$ cat src/rtl/q_flop_sync.sv
// q_flop_sync: qualified sampling register that holds a capture through a resolution window before publishing it
module q_flop_sync #(
    parameter int WIDTH          = 1,
    parameter int RESOLVE_CYCLES = 2
) (
    input  logic             clock,
    input  logic             reset,
    input  logic [WIDTH-1:0] data,
    output logic             ack,
    output logic [WIDTH-1:0] out
);
    localparam int CW = (RESOLVE_CYCLES > 1) ? $clog2(RESOLVE_CYCLES) : 1;
    localparam logic [CW-1:0] RELOAD = CW'(RESOLVE_CYCLES - 1);

    if (RESOLVE_CYCLES < 1) begin : g_bad_resolve
        $error("q_flop_sync: RESOLVE_CYCLES must be >= 1");
    end
    if (WIDTH < 1) begin : g_bad_width
        $error("q_flop_sync: WIDTH must be >= 1");
    end

    typedef enum logic {IDLE, RESOLVE} state_t;

    state_t           state, state_n;
    logic [CW-1:0]    cnt, cnt_n;
    logic [WIDTH-1:0] hold, hold_n, out_n, clean;
    logic             ack_n;

    // any bit not definitely 1 (including X/Z) settles to 0 at capture
    always_comb begin
        clean = '0;
        for (int i = 0; i < WIDTH; i++)
            if (data[i]) clean[i] = 1'b1;
    end

    // idle captures and starts the window; resolve counts down, then publishes the held sample
    always_comb begin
        state_n = state;
        cnt_n   = cnt;
        hold_n  = hold;
        out_n   = out;
        ack_n   = ack;
        if (state == IDLE) begin
            state_n = RESOLVE;
            cnt_n   = RELOAD;
            hold_n  = clean;
            ack_n   = 1'b0;
        end else if (cnt != '0) begin
            cnt_n = cnt - 1'b1;
        end else begin
            state_n = IDLE;
            out_n   = hold;
            ack_n   = 1'b1;
        end
    end

    // state register; reset discards any pending sample at once
    always_ff @(posedge clock or posedge reset) begin
        if (reset) begin
            state <= IDLE;
            cnt   <= '0;
            hold  <= '0;
            out   <= '0;
            ack   <= 1'b1;
        end else begin
            state <= state_n;
            cnt   <= cnt_n;
            hold  <= hold_n;
            out   <= out_n;
            ack   <= ack_n;
        end
    end
endmodule

$ cat config.mk
export PLATFORM = sky130hd
export DESIGN_NAME = q_flop_sync
export DESIGN_NICKNAME = d
export VERILOG_FILES = /design/src/rtl/q_flop_sync.sv
export SDC_FILE = /design/constraint.sdc
export NUM_CORES = 1
export LEC_CHECK = 0
export ABC_AREA = 0
export CAP_MARGIN = 30
export CELL_PAD_IN_SITES_DETAIL_PLACEMENT = 1
export CELL_PAD_IN_SITES_GLOBAL_PLACEMENT = 1
export CORE_AREA = 3 3 40 42
export DETAILED_ROUTE_END_ITERATION = 6
export DIE_AREA = 0 0 43 45
export GPL_ROUTABILITY_DRIVEN = 0
export MAX_ROUTING_LAYER = met4
export PLACE_DENSITY = 0.37
export SKIP_LAST_GASP = 1
export SLEW_MARGIN = 20
export SYNTH_ARGS = -nofsm -noshare
export SYNTH_HDL_FRONTEND = slang
export SYNTH_SLANG_ARGS = --single-unit
$ cat constraint.sdc
create_clock -name clock -period 1.5 [get_ports clock]
set_input_delay 0.15 -clock clock [delete_from_list [all_inputs] [get_ports clock]]
set_output_delay 0.15 -clock clock [all_outputs]
set_load 0.005 [all_outputs]
### After elaboration in Yosys (flattened, before gate mapping)

Cells that the tools add are included.

* reductions and logical operators: 1
* mux-type cells: 7
* $add $sub $neg: 1
* magnitude comparators: 0
* equal/unequal tests: 1
* bitwise operators: 1
* divide/modulo/power cells: 0
* shifts and indexed selects: 0
* multiply operators: 0

Operators by type and width (count)
* 1-bit 2-to-1 mux: 7
* 2-bit != test (second input constant): 1
* 2-bit AND reduction: 1
* 1-bit NOT: 1
* 1-bit subtractor (second input constant): 1

* logic and storage cells: 16
* bits in latches: 0
* RAM bits: 0
* output and inout bits: 2
* memories kept: 0
* input port bits: 3
* ROM bits: 0
* register bits after elaboration: 5

### Logic depth before layout (Yosys ltp)

* word-level depth: 3
* gate-level depth with buffers: 2
* mapped depth without buffers: 2

### Least setup slack after synthesis

OpenSTA, ideal clock, no wires.

* path kind: register to register
* from: register cnt
* to: register out
* arrival: 0.770 ns
* period minus slack after synthesis: 0.895 ns
* setup time: 0.125 ns
* path buffers: 0
* path slack: 0.605 ns
* cell stages (with the launch flop): 3
* data required time: 1.375 ns
* path through: dfrtp_1 > nand2b_4 > mux2_4

* cells in the longest elaborated chain, start to end: 2

Ends and longest elaborated chain
* start, declared: line 25 `logic [CW-1:0] cnt, cnt_n;`
* start signal, assigned: line 67 `cnt <= cnt_n;`
* 1-bit NOT (no line)
* 2-bit AND reduction (no line)
* end signal, assigned: line 69 `out <= out_n;`
* end, declared: line 10 `output logic [WIDTH-1:0] out`

Every way passes these cells.
A chain may end at the register's enable or synchronous reset.

### Worst setup path in the final report

* from: register ack
* to: output port ack

RTL lines
* start, declared: line 9 `output logic ack,`
* start signal, assigned: line 70 `ack <= ack_n;`

No word-level cell between the ends.

==> impl_metrics.py <==
metrics = {
    "yosys": {
        "ys_warn_count": 0,
        "synth_area_um2": 183,
        "yosys-top-cells-count": "dfrtp_1 (4), inv_1 (3)",
        "ys_ff_latch": 5,
        "synth_cell_types": 7,
        "yosysMostFrequentCell": "dfrtp_1",
        "yosysTopAreaCellShare_pct": 54.8,
        "synthCells": 12,
        "yosys.area.top_type": "dfrtp_1",
        "synth_edf_count": 0,
        "synth.area.top_cells": "dfrtp_1 (55%), dfstp_2 (14%), mux2_4 (8.2%)",
        "syn-num-nets": 15,
        "synth_area_per_cell_um2": 15.2,
        "synth-seq-area-share_pct": 69.2,
        "ys.flop_type": "dfrtp_1",
        "synthArstFlopShare_pct": 100,
    },
    "setup_path": {
        "critPathMaxStageDelay_ns": 0.52,
        "critPathLaunchType": "register",
        "cp.required_ns": 1.35,
        "crit_slowest_cell": "dfstp_2",
        "path_cells": "clkdlybuf4s50_1",
        "crit_family": "flip-flops",
        "cp.arrival_ns": 1.24,
        "crit_type": "register to output pin",
        "cp-end-kind": "output pin",
        "cp_num_buf_inv": 1,
        "cp_max_fo": 2,
    },
    "timing": {
        "tns_ns": 0,
        "slew_headroom_pct": 87.8,
        "finalHoldViolCount": 0,
        "fmax_mhz": 718,
        "min_period_ns": 1.39,
        "whs_ns": 0.106,
        "tightest_slew_ns": 0.184,
        "grt_setup_unrepaired": "false",
        "fin_crit_sh_pct": 92.9,
        "skew_ns": 0.00307,
        "setup_viol": 0,
        "slew_violations": 0,
    },
    "finish": {
        "diodes": 0,
        "finalNetCount": 24,
        "final_util_pct": 20.8,
        "drive_gt1_share_pct": 35.0,
        "syn2layout_area_growth_pct": 46.6,
    },
    "min_path": {
        "hold_path.class": "input port to async pin",
    },
    "pwr": {
        "powerDensity_mw_per_mm2": 1140,
        "ir_worst_vdd_mv": 0.190,
        "cellLeakagePower_nw": 0.127,
    },
    "detailed_routing": {
        "vias_per_cell": 3.03,
        "wire_per_inst_um": 8.11,
        "wl_um": 284,
        "dr_total_vias": 106,
        "drc_errors": 0,
        "drt_iter0_drc": 0,
        "drtPass1Iterations": 1,
        "ant_nets": 0,
    },
    "global_route": {
        "grt_antenna_before_repair": 0,
        "grt_use_met1_pct": 2.44,
        "grt_max_degree": 6,
        "met2_usage_pct": 5.39,
        "grt_pass1_vias": 133,
        "track_usage_pct": 3.97,
        "grt_pass1_wl_um": 462,
        "use_met3_pct": 2.39,
        "overflow": 0,
        "grt-busiest-layer": "met4",
    },
    "status": {
        "status": "finished, final reports clean",
    },
    "cts": {
        "clkSinkCount": 5,
        "cts_buffer_depth": 2,
        "cts_buffers": 3,
        "htreeDepth": 1,
        "post_cts.repair.setup_buffers": 0,
        "clkLatencyLatePin_ns": 0.24,
        "cts_tree": "yes",
        "clkTransAtPathRegs_ns": 0.04,
        "cts.root.buffer_cell": "clkbuf_4",
        "holdBufCountCts": 0,
        "cts_resized": 0,
    },
    "job": {
        "cap_violations": 0,
    },
    "placed_design": {
        "numPortBuffers": 4,
        "place_hpwl_um": 229,
    },
    "die": {
        "die_h_um": 45,
        "ios": 5,
        "start_util_pct": 14.2,
        "fp.dieW_um": 43,
        "die-area_mm2": 0.00194,
        "rows": 13,
        "core_area_mm2": 0.00128,
    },
}
## per-layer routing
metal  routed length, um  vias to the layer above
met5                   0                        -
li1                    -                       51
met4                   0                        0
met3                   5                        0
met1                  96                       53
met2                 182                        2
## final timing paths
kind | start | endpoint | slack [ns] | cells past startpoint
max | ack$_DFFE_PP1P_ | ack | 0.11 | 1
min | reset | cnt$_DFF_PP0_ | 0.11 | 2
max reg2reg | cnt$_DFF_PP0_ | out$_DFFE_PP0P_ | 0.58 | 2
min reg2reg | cnt$_DFF_PP0_ | ack$_DFFE_PP1P_ | 0.41 | 1
max in group asynchronous | reset | ack$_DFFE_PP1P_ | 1.16 | 2
min in group clock | cnt$_DFF_PP0_ | ack$_DFFE_PP1P_ | 0.41 | 1
## final cells by class
| type | count | area [um2] |
|---|---|---|
| Timing Repair Buffer | 4 | 40.0 |
| Inverter | 3 | 11.3 |
| Clock buffer | 4 | 26.3 |
| Fill cell | 153 | 1020 |
| Sequential cell | 5 | 126 |
| Tap cell | 15 | 18.8 |
| Multi-Input combinational cell | 4 | 45.0 |
## cells in the final DEF (no fill, tap or decap)
| cell type | Yosys | final |
|---|---|---|
| a21oi_1 | 1 | 1 |
| dfstp_2 | 1 | 1 |
| nand2b_4 | 1 | 1 |
| clkbuf_4 | 0 | 3 |
| mux2_4 | 1 | 1 |
| mux2_2 | 1 | 1 |
| inv_1 | 3 | 3 |
| clkbuf_1 | 0 | 1 |
| clkdlybuf4s50_1 | 0 | 4 |
| dfrtp_1 | 4 | 4 |
## report_power, final
| part | total (mW) | switching [mW] | internal [mW] |
|---|---|---|---|
| registers | 0.140 | 0.00143 | 0.138 |
| logic | 0.0138 | 0.00421 | 0.00964 |
| clock network | 0.151 | 0.0509 | 0.100 |
| total | 0.305 | 0.0566 | 0.248 |
## flip-flops by register name, summed over array words and instances (netlist names)
register	count
ack	1
cnt	1
hold	1
out	1
state	1
## logic make-up (layout without fill, tap and decap cells)
kind of cell / Yosys count / in the layout / share of synthesized area, %
compound gates: 1 / 1 / 2.74
mux: 2 / 2 / 14.4
simple gates: 1 / 1 / 7.53
flops: 5 / 5 / 69.2
buf+inv: 3 / 11 / 6.16
## metrics by stage
stage / cells / instance area (um2) / setup slack (ns) / power (mW)
floorplan: 12 / 183 / 0.605 / 0.147
global placement: 31 / 241 / 0.350 / 0.156
detailed placement: 31 / 241 / 0.354 / 0.156
CTS: 35 / 268 / 0.0923 / 0.314
global route: 35 / 268 / 0.0602 / 0.332
finish: 35 / 268 / 0.106 / 0.305
Note: power is estimated with default switching activity, not from simulation.
